## src/rtl/gpio_bcd_display_if.sv

```systemverilog
// Bundle between a core GPIO output register and its BCD / seven-segment display block.
interface gpio_bcd_display_if #(
  parameter int unsigned NDIGITS = 8
) ();
  logic [31:0]          value_in;
  logic [4*NDIGITS-1:0] bcd_out;
  logic [7*NDIGITS-1:0] seg_out;
  logic                 overflow;
  logic                 busy;
  logic                 valid;

  modport master (
    output value_in,
    input  bcd_out,
    input  seg_out,
    input  overflow,
    input  busy,
    input  valid
  );

  modport slave (
    input  value_in,
    output bcd_out,
    output seg_out,
    output overflow,
    output busy,
    output valid
  );
endinterface

```

## src/rtl/gpio_bcd_display.sv

```systemverilog
// Iterative double-dabble converter driving NDIGITS active-low seven-segment digits.
// Optional macro GPIO_BCD_LEADING_ZERO_BLANK_EN blanks zero digits above the leading digit.
module gpio_bcd_display #(
  parameter int unsigned NDIGITS = 8
) (
  input  logic               clk,
  input  logic               rst_n,
  gpio_bcd_display_if.slave  bus
);

  localparam int unsigned AccDigits = 10;

  typedef enum logic [1:0] {StIdle, StConvert, StDone} state_e;

  state_e                 state_q, state_d;
  logic                   first_q, first_d;
  logic [31:0]            last_value_q, last_value_d;
  logic [31:0]            shift_q, shift_d;
  logic [4*AccDigits-1:0] acc_q, acc_d, acc_adj;
  logic [4:0]             cnt_q, cnt_d;
  logic [4*NDIGITS-1:0]   bcd_q, bcd_d;
  logic [7*NDIGITS-1:0]   seg_q, seg_d, seg_next;
  logic                   overflow_q, overflow_d;
  logic                   busy_q, busy_d;
  logic                   valid_q, valid_d;
  logic                   acc_ovf;
  logic [NDIGITS-1:0]     digit_blank;

  function automatic logic [6:0] seg_encode(input logic [3:0] d);
    logic [6:0] s;
    case (d)
      4'd0:    s = 7'h40;
      4'd1:    s = 7'h79;
      4'd2:    s = 7'h24;
      4'd3:    s = 7'h30;
      4'd4:    s = 7'h19;
      4'd5:    s = 7'h12;
      4'd6:    s = 7'h02;
      4'd7:    s = 7'h78;
      4'd8:    s = 7'h00;
      4'd9:    s = 7'h10;
      default: s = 7'h7F;
    endcase
    return s;
  endfunction

  // Add-3 correction per digit; 4-bit wrap, no carry into the neighbour.
  always_comb begin
    acc_adj = acc_q;
    for (int i = 0; i < int'(AccDigits); i++) begin
      if (acc_q[4*i +: 4] >= 4'd5) begin
        acc_adj[4*i +: 4] = acc_q[4*i +: 4] + 4'd3;
      end
    end
  end

  always_comb begin
    acc_ovf = 1'b0;
    for (int i = 0; i < int'(AccDigits); i++) begin
      if (i >= int'(NDIGITS)) begin
        acc_ovf = acc_ovf | (|acc_q[4*i +: 4]);
      end
    end
  end

`ifdef GPIO_BCD_LEADING_ZERO_BLANK_EN
  always_comb begin
    logic seen;
    seen        = 1'b0;
    digit_blank = '0;
    for (int i = int'(NDIGITS) - 1; i >= 1; i--) begin
      seen           = seen | (|acc_q[4*i +: 4]);
      digit_blank[i] = ~seen;
    end
  end
`else
  assign digit_blank = '0;
`endif

  // Dashes on overflow win over blanking.
  always_comb begin
    seg_next = '1;
    for (int i = 0; i < int'(NDIGITS); i++) begin
      if (acc_ovf) begin
        seg_next[7*i +: 7] = 7'h3F;
      end else if (digit_blank[i]) begin
        seg_next[7*i +: 7] = 7'h7F;
      end else begin
        seg_next[7*i +: 7] = seg_encode(acc_q[4*i +: 4]);
      end
    end
  end

  always_comb begin
    state_d      = state_q;
    first_d      = first_q;
    last_value_d = last_value_q;
    shift_d      = shift_q;
    acc_d        = acc_q;
    cnt_d        = cnt_q;
    bcd_d        = bcd_q;
    seg_d        = seg_q;
    overflow_d   = overflow_q;
    busy_d       = busy_q;
    valid_d      = 1'b0;
    unique case (state_q)
      StIdle: begin
        if (first_q || (bus.value_in != last_value_q)) begin
          shift_d      = bus.value_in;
          last_value_d = bus.value_in;
          acc_d        = '0;
          cnt_d        = '0;
          first_d      = 1'b0;
          busy_d       = 1'b1;
          state_d      = StConvert;
        end
      end
      StConvert: begin
        acc_d   = {acc_adj[4*AccDigits-2:0], shift_q[31]};
        shift_d = {shift_q[30:0], 1'b0};
        cnt_d   = cnt_q + 5'd1;
        if (cnt_q == 5'd31) begin
          state_d = StDone;
        end
      end
      StDone: begin
        bcd_d      = acc_q[4*NDIGITS-1:0];
        overflow_d = acc_ovf;
        seg_d      = seg_next;
        valid_d    = 1'b1;
        busy_d     = 1'b0;
        state_d    = StIdle;
      end
      default: state_d = StIdle;
    endcase
  end

  always_ff @(posedge clk) begin
    if (!rst_n) begin
      state_q      <= StIdle;
      first_q      <= 1'b1;
      last_value_q <= '0;
      shift_q      <= '0;
      acc_q        <= '0;
      cnt_q        <= '0;
      bcd_q        <= '0;
      seg_q        <= '1;
      overflow_q   <= 1'b0;
      busy_q       <= 1'b0;
      valid_q      <= 1'b0;
    end else begin
      state_q      <= state_d;
      first_q      <= first_d;
      last_value_q <= last_value_d;
      shift_q      <= shift_d;
      acc_q        <= acc_d;
      cnt_q        <= cnt_d;
      bcd_q        <= bcd_d;
      seg_q        <= seg_d;
      overflow_q   <= overflow_d;
      busy_q       <= busy_d;
      valid_q      <= valid_d;
    end
  end

  assign bus.bcd_out  = bcd_q;
  assign bus.seg_out  = seg_q;
  assign bus.overflow = overflow_q;
  assign bus.busy     = busy_q;
  assign bus.valid    = valid_q;

endmodule

```

## src/flat_wrapper.sv

```systemverilog
// flat-port wrapper written by rule: the top's interface ports become plain ports
module gpio_bcd_display_flat 
#(
  parameter int unsigned NDIGITS = 8
)
  (clk, rst_n, bus_value_in, bus_bcd_out, bus_seg_out, bus_overflow, bus_busy, bus_valid);
  gpio_bcd_display_if #(.NDIGITS(NDIGITS)) bus_i ();
  input  logic clk;
  input  logic rst_n;
  input wire logic [$bits(bus_i.value_in)-1:0] bus_value_in;
  output wire logic [$bits(bus_i.bcd_out)-1:0] bus_bcd_out;
  output wire logic [$bits(bus_i.seg_out)-1:0] bus_seg_out;
  output wire logic [$bits(bus_i.overflow)-1:0] bus_overflow;
  output wire logic [$bits(bus_i.busy)-1:0] bus_busy;
  output wire logic [$bits(bus_i.valid)-1:0] bus_valid;
  assign bus_i.value_in = bus_value_in;
  assign bus_bcd_out = bus_i.bcd_out;
  assign bus_seg_out = bus_i.seg_out;
  assign bus_overflow = bus_i.overflow;
  assign bus_busy = bus_i.busy;
  assign bus_valid = bus_i.valid;
  gpio_bcd_display #(.NDIGITS(NDIGITS)) u_core (.clk(clk), .rst_n(rst_n), .bus(bus_i));
endmodule
```

## config.mk

```make
export PLATFORM = sky130hd
export DESIGN_NAME = gpio_bcd_display_flat
export DESIGN_NICKNAME = d
export VERILOG_FILES = /design/src/rtl/gpio_bcd_display_if.sv /design/src/rtl/gpio_bcd_display.sv /design/src/flat_wrapper.sv
export SDC_FILE = /design/constraint.sdc
export NUM_CORES = 1
export LEC_CHECK = 0
export ABC_AREA = 1
export CAP_MARGIN = 40
export CORE_MARGIN = 1.5
export CORE_UTILIZATION = 40
export DETAILED_ROUTE_END_ITERATION = 12
export REMOVE_ABC_BUFFERS = 1
export SYNTH_ARGS = -nofsm -noshare
export SYNTH_HDL_FRONTEND = slang
export SYNTH_SLANG_ARGS = --single-unit
export TNS_END_PERCENT = 30
```

## constraint.sdc

```tcl
create_clock -name clk -period 2.39 [get_ports clk]
set_clock_uncertainty 0.15 [all_clocks]
set_input_delay 0.3585 -clock clk [delete_from_list [all_inputs] [get_ports clk]]
set_output_delay 0.3585 -clock clk [all_outputs]
set_load 0.05 [all_outputs]
```

After elaboration in Yosys (flattened, before gate mapping)

Memory sizes are Yosys's and may differ from the RTL's. A register that Yosys moved wholly into a read port is not among the register bits.
Index checks and enable logic that the tools add are counted.

Register bits after elaboration: 203
Bits in latches: 0
Memory bits (writable): 0
Bits in read-only memories: 896
Input bits: 34
Output and inout port bits: 91
Logic and storage cells: 103
Memories kept: 8

Add/subtract/negate cells: 11
Multiply operators: 0
Div/mod/pow operators: 0
Order comparisons: 10
Equal/unequal tests: 6
Shifts and indexed selects: 0
Multiplexer cells: 46
Bitwise logic cells: 1
Reductions and logical operators: 10

Memories:

| memory           | words | width | read ports | clocked after memory_dff | wr ports | line                   | source |
|---|---|---|---|---|---|---|---|
| (name not given) | 16    | 7     | 1          | 1                        | 0        | gpio_bcd_display.sv:31 | `case (d)` |
| (name not given) | 16    | 7     | 1          | 1                        | 0        | gpio_bcd_display.sv:31 |  |
| (name not given) | 16    | 7     | 1          | 1                        | 0        | gpio_bcd_display.sv:31 |  |
| (name not given) | 16    | 7     | 1          | 1                        | 0        | gpio_bcd_display.sv:31 |  |
| (name not given) | 16    | 7     | 1          | 1                        | 0        | gpio_bcd_display.sv:31 |  |
| (name not given) | 16    | 7     | 1          | 1                        | 0        | gpio_bcd_display.sv:31 |  |
| 2 more memories  | --    | --    | --         | --                       | --       | --                     |  |

Operators by type and width:

| cell                | number |
|---|---|
| $mux 4              | 25 |
| $pmux 40 s2         | 1 |
| $pmux 32 s2         | 1 |
| $mux 7              | 8 |
| $ge 4x3->1 const B  | 10 |
| $mux 40             | 1 |
| $add 4x2->4 const B | 9 |
| $mux 32             | 1 |
| $ne 32x32->1        | 1 |
| $pmux 5 s2          | 1 |
| $reduce_and 2->1    | 4 |
| $reduce_or 4->1     | 2 |
| $add 5x1->5 const B | 1 |
| $eq 5x5->1 const B  | 1 |
| $mux 5              | 1 |
| $mux 2              | 2 |
| $ne 2x1->1 const B  | 2 |
| $pmux 2 s2          | 1 |
| $reduce_bool 2->1   | 2 |
| $add 3x2->3 const B | 1 |
| $mux 3              | 1 |
| $eq 2x1->1 const B  | 1 |
| $eq 2x2->1 const B  | 1 |
| $logic_not 2->1     | 1 |
| other kinds (4)     | 5 |

Longest topological paths before layout

Gate-level depths: netlist (run 1).

Depth after elaboration: 6
Depth in mapped cells: 21
Depth with buffers taken out: 20

Worst setup path before layout (run 1)

No wires, ideal clock.

Path type: input-to-reg
Start point: input bus_value_in[9]
End point: register (tool-made name)
Setup time: 124 ps
Arrival time: 2201 ps
Required time: 2116 ps
Slack: -85 ps
Stages on the path: 20
Path buffers: 2
Cells stage by stage: inv_1 nand2_1 nand2_1 nor2_1 nand2_1 nor2_1 nand2_1 nor2_2 nand3_4 nand2_4 buf_8 buf_6 nand2_1 nand2_1 nand2_1 ha_1 inv_1 nand4_1 nand3_1 nand2_1

RTL lines:

| element         | line               | source |
|---|---|---|
| start, declared | flat_wrapper.sv:10 | `input wire logic [$bits(bus_i.value_in)-1:0] bus_value_in;` |

==> results of run 1 <==
[critical path, stage by stage (launching register included)]
cell	delay [ps]
dfxtp_2	340
inv_2	40
nand2_1	50
nand2_1	80
nor2_2	100
nand2_1	60
nor2_2	120
nand2_1	100
nor2_2	150
nand3_4	120
nand2_8	140
buf_8	150
nand2_2	50
nand2_2	80
nand2_2	80
inv_2	120
ha_4	200
inv_2	40
nand4_1	110
nand3_2	100
nand2_1	60
[placed cells by master, fill, tap and decap left out, types with 25 or more instances in the layout]
cell and n:
a21oi_1 86, a31oi_1 31, buf_4 155, buf_6 25, clkbuf_16 29, clkdlybuf4s50_1 119
dfxtp_1 252, ha_1 36, inv_1 140, inv_2 35, nand2_1 394, nand2_2 54
nand3_1 146, nand4_1 38, nor2_1 62, o21ai_0 94
[worst max path at each step]
| stage | from | endpoint | slack [ps] | cells after the start |
|---|---|---|---|---|
| 3_5_place_dp | bus_value_in[9] | register | -770 | 20 |
| 6_report | u_core.last_value_q[29]$_SDFFE_PN0P_ | register | -170 | 20 |
| 3_3_place_gp | bus_value_in[9] | register | -750 | 20 |
| 2_1_floorplan | u_core.state_q[1]$_SDFFE_PN0P_ | u_core.bus.seg_out[0]$_SDFFE_PN1P_ | -4280 | 4 |
| 4_1_cts | u_core.last_value_q[6]$_SDFFE_PN0P_ | register | -140 | 18 |
| 5_1_grt | u_core.last_value_q[26]$_SDFFE_PN0P_ | register | -330 | 20 |
[routing by layer]
metal,routed length (um),up-vias
li1,-,5792
met1,14500,5184
met2,15400,196
met3,1220,29
met4,464,0
met5,0,-
[cells by family after synthesis]
family / share of synthesized area (%)
compound gates: 12.0
fa+ha+maj: 6.86
simple gates: 27.5
xor+xnor: 1.03
flops: 43.7
buf+inv: 8.86
[where the power goes]
part           switching (W)  internal (W)
logic               0.000323      0.000239
registers          0.0000455       0.00439
clock network        0.00177       0.00280
total                0.00214       0.00744
[layout make-up]
type	instances	area share, %
multi-input cells	1096	38.1
clock buffers	39	4.87
repair buffers	315	17.5
well taps	384	2.88
flip-flops and latches	259	31.1
inverters	190	4.51
clock inverters	13	1.05
[metrics by stage]
stage / area, um2 / hold WS (ps) / cells
2_1_floorplan: 11500 / 270 / 1545
4_1_cts: 16200 / 213 / 2287
3_5_place_dp: 14500 / 279 / 2203
5_1_grt: 16700 / 3.13 / 2296
6_report: 16700 / -10.4 / 2296
3_3_place_gp: 14500 / 277 / 2202
[repair_timing]
item | CTS | global route
endpoints found under the setup margin | 56 | 103
gates resized for setup | 120 | 175
gates cloned | 1 | 0
endpoints found under the hold margin | 0 | 0
buffers inserted | 31 | 9
pin swaps | 63 | 59
==> metrics.cfg, run 1 <==
[floorplanning]
rows = 62
pin_count = 125
die_w_um = 175
core_um2 = 28900
die_h_um = 175
initial_core_util_pct = 41.0
dieArea_um2 = 30700

[sta]
holdWs_ps = -10.4
fmax_mhz = 390
worstMarginPinSlew_ps = 800
fin_ws_ps = -171
maxSlewViolCount = 0
rsz0062_at_grt = true
min_period_ps = 2560
relSlewSlack_pct = 46.7
fin_setup_tns_ps = -3280
hold_viol = 2
finalCritPeriodShare_pct = 107
setup_viol = 50

[flow_run]
maxCapViolations = 0

[yosys]
synth.cell_area_um2 = 11900
ys.warnings.count = 0
yosys.cell_types.count = 32
yosysMostFrequentCell = nand2_1
async_flop_share_pct = 0
synth_edf_count = 0
seq_area_frac_synth_pct = 43.7
synthCells = 1621
synth_top_area_share_pct = 43.7
yosysTopAreaCell = dfxtp_1
ys_ff_latch = 259
yosys-top-cells-area = dfxtp_1 44%, nand2_1 15%, ha_1 6.9%
synthFlopType = dfxtp_1
avgSynthCellArea_um2 = 7.32
yosys-top-cells-count = 460 x nand2_1, 259 x dfxtp_1, 179 x inv_1

[detailed_routing]
drt_iter0_markers = 678
drc = 0
drt-total-wl_mm = 31.6
vias = 11200
final_antenna_net_count = 0
wire_per_inst_um = 13.8
first_pass_iters = 5
vias_per_cell = 4.88

[grt]
grt_busiest_layer = met2
grt.overflow.total = 0
grtUsageTotal_pct = 20.0
grtUsageMet2_pct = 34.4
grt_util_met1_pct = 26.5
grt_pass1_wl_mm = 50.8
grt_antenna_before_repair = 0
met3_usage_pct = 2.76
grt_start_max_net_pins = 43
grt_pass1_vias = 10500

[critical_path]
regToRegSetupSlack_ps = -170
reg2reg_depth = 20
timing.rr.start = u_core.last_value_q[29]$_SDFFE_PN0P_
worst_ep_required_time_ps = 2650
startpoint_type = register
cp_data_arrival_time_ps = 2820
critPathKind = reg2reg
worst_setup_path_end_kind = register
critPathMaxFanout = 6

[clock_tree]
root_buffer = clkbuf_16
cts_tree = built
cts_inserted_buffers = 28
cts_sinks = 259
htree_levels = 1
insertion_delay_ps = 540
cts_hold_buf = 0
clkTransAtPathRegs_ps = 60
clockBufferDepth = 3

[power]
leakage_nw = 8.02
ir_drop_mv = 0.520
powerDensity_nw_per_um2 = 573
power_w = 0.00958

[status]
violations = hold timing, setup timing
status = finished with violations

[layout]
n_fill_cell = 2622
fin_nets = 1989
antennaDiodeCount = 0
drive_above_1_share_pct = 23.5
multiInputGateArea_um2 = 6370
syn2layout_area_growth_pct = 40.9
register_area_um2 = 5190
final_util_pct = 57.7

[placed_design]
dp_slack_ps = -767
gp_congestion = 0.873
hpwlAfterDp_mm = 20.7
io_buffers = 124

[worst_hold_path]
hold_class = in2reg
hold_path_depth = 3
holdCritStartpoint = bus_value_in[5]
hold_path_end = u_core.last_value_q[5]$_SDFFE_PN0P_

Note: power is estimated with default switching activity, not from simulation.
==> inputs of run 2 (changes only) <==
--- a/config.mk
+++ b/config.mk
@@ -6,10 +6,10 @@
 export NUM_CORES = 1
 export LEC_CHECK = 0
 export ABC_AREA = 1
-export CAP_MARGIN = 40
 export CORE_MARGIN = 1.5
-export CORE_UTILIZATION = 40
+export CORE_UTILIZATION = 51
 export DETAILED_ROUTE_END_ITERATION = 12
+export PLACE_DENSITY = 0.76
 export REMOVE_ABC_BUFFERS = 1
 export SYNTH_ARGS = -nofsm -noshare
 export SYNTH_HDL_FRONTEND = slang
==> metrics.cfg, run 2 (synthesis results as in run 1) <==
[sta]
fmax_mhz = 390  ; about the same
maxSlewViolCount = 0  ; unchanged
worstMarginPinSlew_ps = 1030  ; was 800 ps
rsz0062_at_grt = true  ; unchanged
finalCritPeriodShare_pct = 107  ; about the same
holdWs_ps = -19.2  ; was -10.4 ps
fin_ws_ps = -175  ; was -171 ps
min_period_ps = 2570  ; was 2560 ps
setup_viol = 50  ; unchanged
fin_setup_tns_ps = -4680  ; was -3280 ps
hold_viol = 1  ; was 2
relSlewSlack_pct = 31.1  ; was 46.7%

[status]
violations = hold timing, setup timing  ; unchanged
status = finished with violations  ; unchanged

[layout]
design_area_um2 = 16300  ; was 16700 um2
final_cells = 2179  ; was 2296
final_common_cell = nand2_1  ; unchanged
drive_above_1_share_pct = 22.0  ; was 23.5%
layout_common_cells = 401 x nand2_1, 251 x dfxtp_1, 150 x nand3_1, 145 x buf_4, 142 x inv_1  ; was 394 x nand2_1, 252 x dfxtp_1, 155 x buf_4, 146 x nand3_1, 140 x inv_1
antennaDiodeCount = 0  ; unchanged
fin_nets = 1976  ; was 1989
syn2layout_area_growth_pct = 37.2  ; was 40.9%

[detailed_routing]
drt-total-wl_mm = 33.1  ; was 31.6 mm
wire_per_inst_um = 15.2  ; was 13.8 um
first_pass_iters = 6  ; was 5
vias = 11600  ; was 11200
drt_iter0_markers = 830  ; was 678
drc = 0  ; unchanged
final_antenna_net_count = 0  ; unchanged
vias_per_cell = 5.34  ; was 4.88

[floorplanning]
die_h_um = 155  ; was 175 um
die_w_um = 155  ; was 175 um
rows = 55  ; was 62
dieArea_um2 = 24200  ; was 30700 um2
pin_count = 125  ; unchanged
core_um2 = 22700  ; was 28900 um2
initial_core_util_pct = 52.2  ; was 41.0%

[clock_tree]
cts_sinks = 259  ; unchanged
insertion_delay_ps = 530  ; was 540 ps
root_buffer = clkbuf_16  ; unchanged
clkTransAtPathRegs_ps = 60  ; about the same
cts_hold_buf = 0  ; unchanged
htree_levels = 1  ; unchanged
cts_tree = built  ; unchanged
cts_inserted_buffers = 27  ; was 28
clockBufferDepth = 3  ; unchanged

[critical_path]
cp_data_arrival_time_ps = 2820  ; about the same
startpoint_type = register  ; unchanged
critPathKind = reg2reg  ; unchanged
critPathMaxFanout = 6  ; unchanged
worst_setup_path_end_kind = register  ; unchanged
timing.rr.start = u_core.last_value_q[29]$_SDFFE_PN0P_  ; unchanged
regToRegSetupSlack_ps = -180  ; was -170 ps
worst_ep_required_time_ps = 2650  ; about the same
reg2reg_depth = 20  ; unchanged

[grt]
grt_pass1_wl_mm = 52.6  ; was 50.8 mm
grt_pass1_vias = 11200  ; was 10500
grt_start_max_net_pins = 63  ; was 43
grt_busiest_layer = met2  ; unchanged
grtUsageMet2_pct = 47.4  ; was 34.4%
grt_util_met1_pct = 32.5  ; was 26.5%
grt.overflow.total = 0  ; unchanged
met3_usage_pct = 3.06  ; was 2.76%
grt_antenna_before_repair = 0  ; unchanged
grtUsageTotal_pct = 26.3  ; was 20.0%

[placed_design]
dp.cells = 2097  ; was 2203
hpwlAfterDp_mm = 20.3  ; was 20.7 mm
gp_congestion = 0.839  ; was 0.873
placed_cell_area_um2 = 14300  ; was 14500 um2
io_buffers = 124  ; unchanged

[flow_run]
maxCapViolations = 0  ; unchanged

[worst_hold_path]
hold_class = in2reg  ; unchanged
hold_path_depth = 3  ; unchanged
holdCritStartpoint = bus_value_in[25]  ; was bus_value_in[5]
hold_path_end = u_core.last_value_q[25]$_SDFFE_PN0P_  ; was u_core.last_value_q[5]$_SDFFE_PN0P_

[power]
leakage_nw = 7.87  ; was 8.02 nW
ir_drop_mv = 0.443  ; was 0.520 mV
powerDensity_nw_per_um2 = 550  ; was 573 nW/um2

run 2: power breakdown:
group | total [W] | switching [W] | internal (W)
sequential | 0.00444 | 0.0000452 | 0.00440
combinational | 0.000558 | 0.000324 | 0.000234
clock | 0.00395 | 0.00165 | 0.00230
run 2: what timing repair did:
action,CTS,global route
cloned,2,0
pin swaps,64,63
gates resized for setup,125,151
buffers inserted,26,11
setup endpoints to repair,75,128
run 2: worst max-delay path, stage by stage, from the launching register on:
cell and delay [ps]:
dfxtp_2 330, inv_2 40, nand2_2 60, nand2_2 60, nor2_1 100, nand2_1 60, nor2_1 110, nand2_1 110
nor2_2 160, nand3_4 120, nand2_8 130, buf_8 160, nand2_4 60, nand2_4 70, nand2_4 70, inv_4 100
ha_4 200, inv_2 60, nand4_1 120, nand3_1 120, nand2_1 60
run 2: area by class of cell:
| type | count | area, um2 |
|---|---|---|
| tap | 285 | 357 |
| multi-input combinational | 1096 | 6310 |
| sequential | 259 | 5190 |
| clock inverter | 7 | 63.8 |
| timing repair buffer | 303 | 2830 |
| inverter | 190 | 753 |
| fill | 1661 | 6440 |
| clock buffer | 39 | 761 |
run 2: routing by layer:
layer	share of wire, %	up-vias
met5	0	-
met3	5.4	99
met2	49	395
li1	-	5757
met1	42	5377
met4	3.5	0
run 2: how the worst max path moves through the flow:
stage	startpoint	end	slack (ps)	cells after the start
floorplan	u_core.state_q[1]$_SDFFE_PN0P_	u_core.bus.seg_out[0]$_SDFFE_PN1P_	-4280	4
finish	u_core.last_value_q[29]$_SDFFE_PN0P_	register	-180	20
global placement	bus_value_in[9]	register	-680	20
detailed placement	bus_value_in[9]	register	-780	21
global route	bus_value_in[1]	register	-370	21
CTS	u_core.last_value_q[6]$_SDFFE_PN0P_	register	-130	20
run 2: metrics by stage:
| step | utilization (%) | worst slack [ps] | power, W |
|---|---|---|---|
| CTS | 69.4 | -128 | 0.00895 |
| detailed placement | 62.9 | -778 | 0.00505 |
| floorplan | - | -4280 | 0.00476 |
| global placement | 62.9 | -679 | 0.00503 |
| global route | 71.6 | -370 | 0.00923 |
| finish | 71.6 | -175 | 0.00895 |
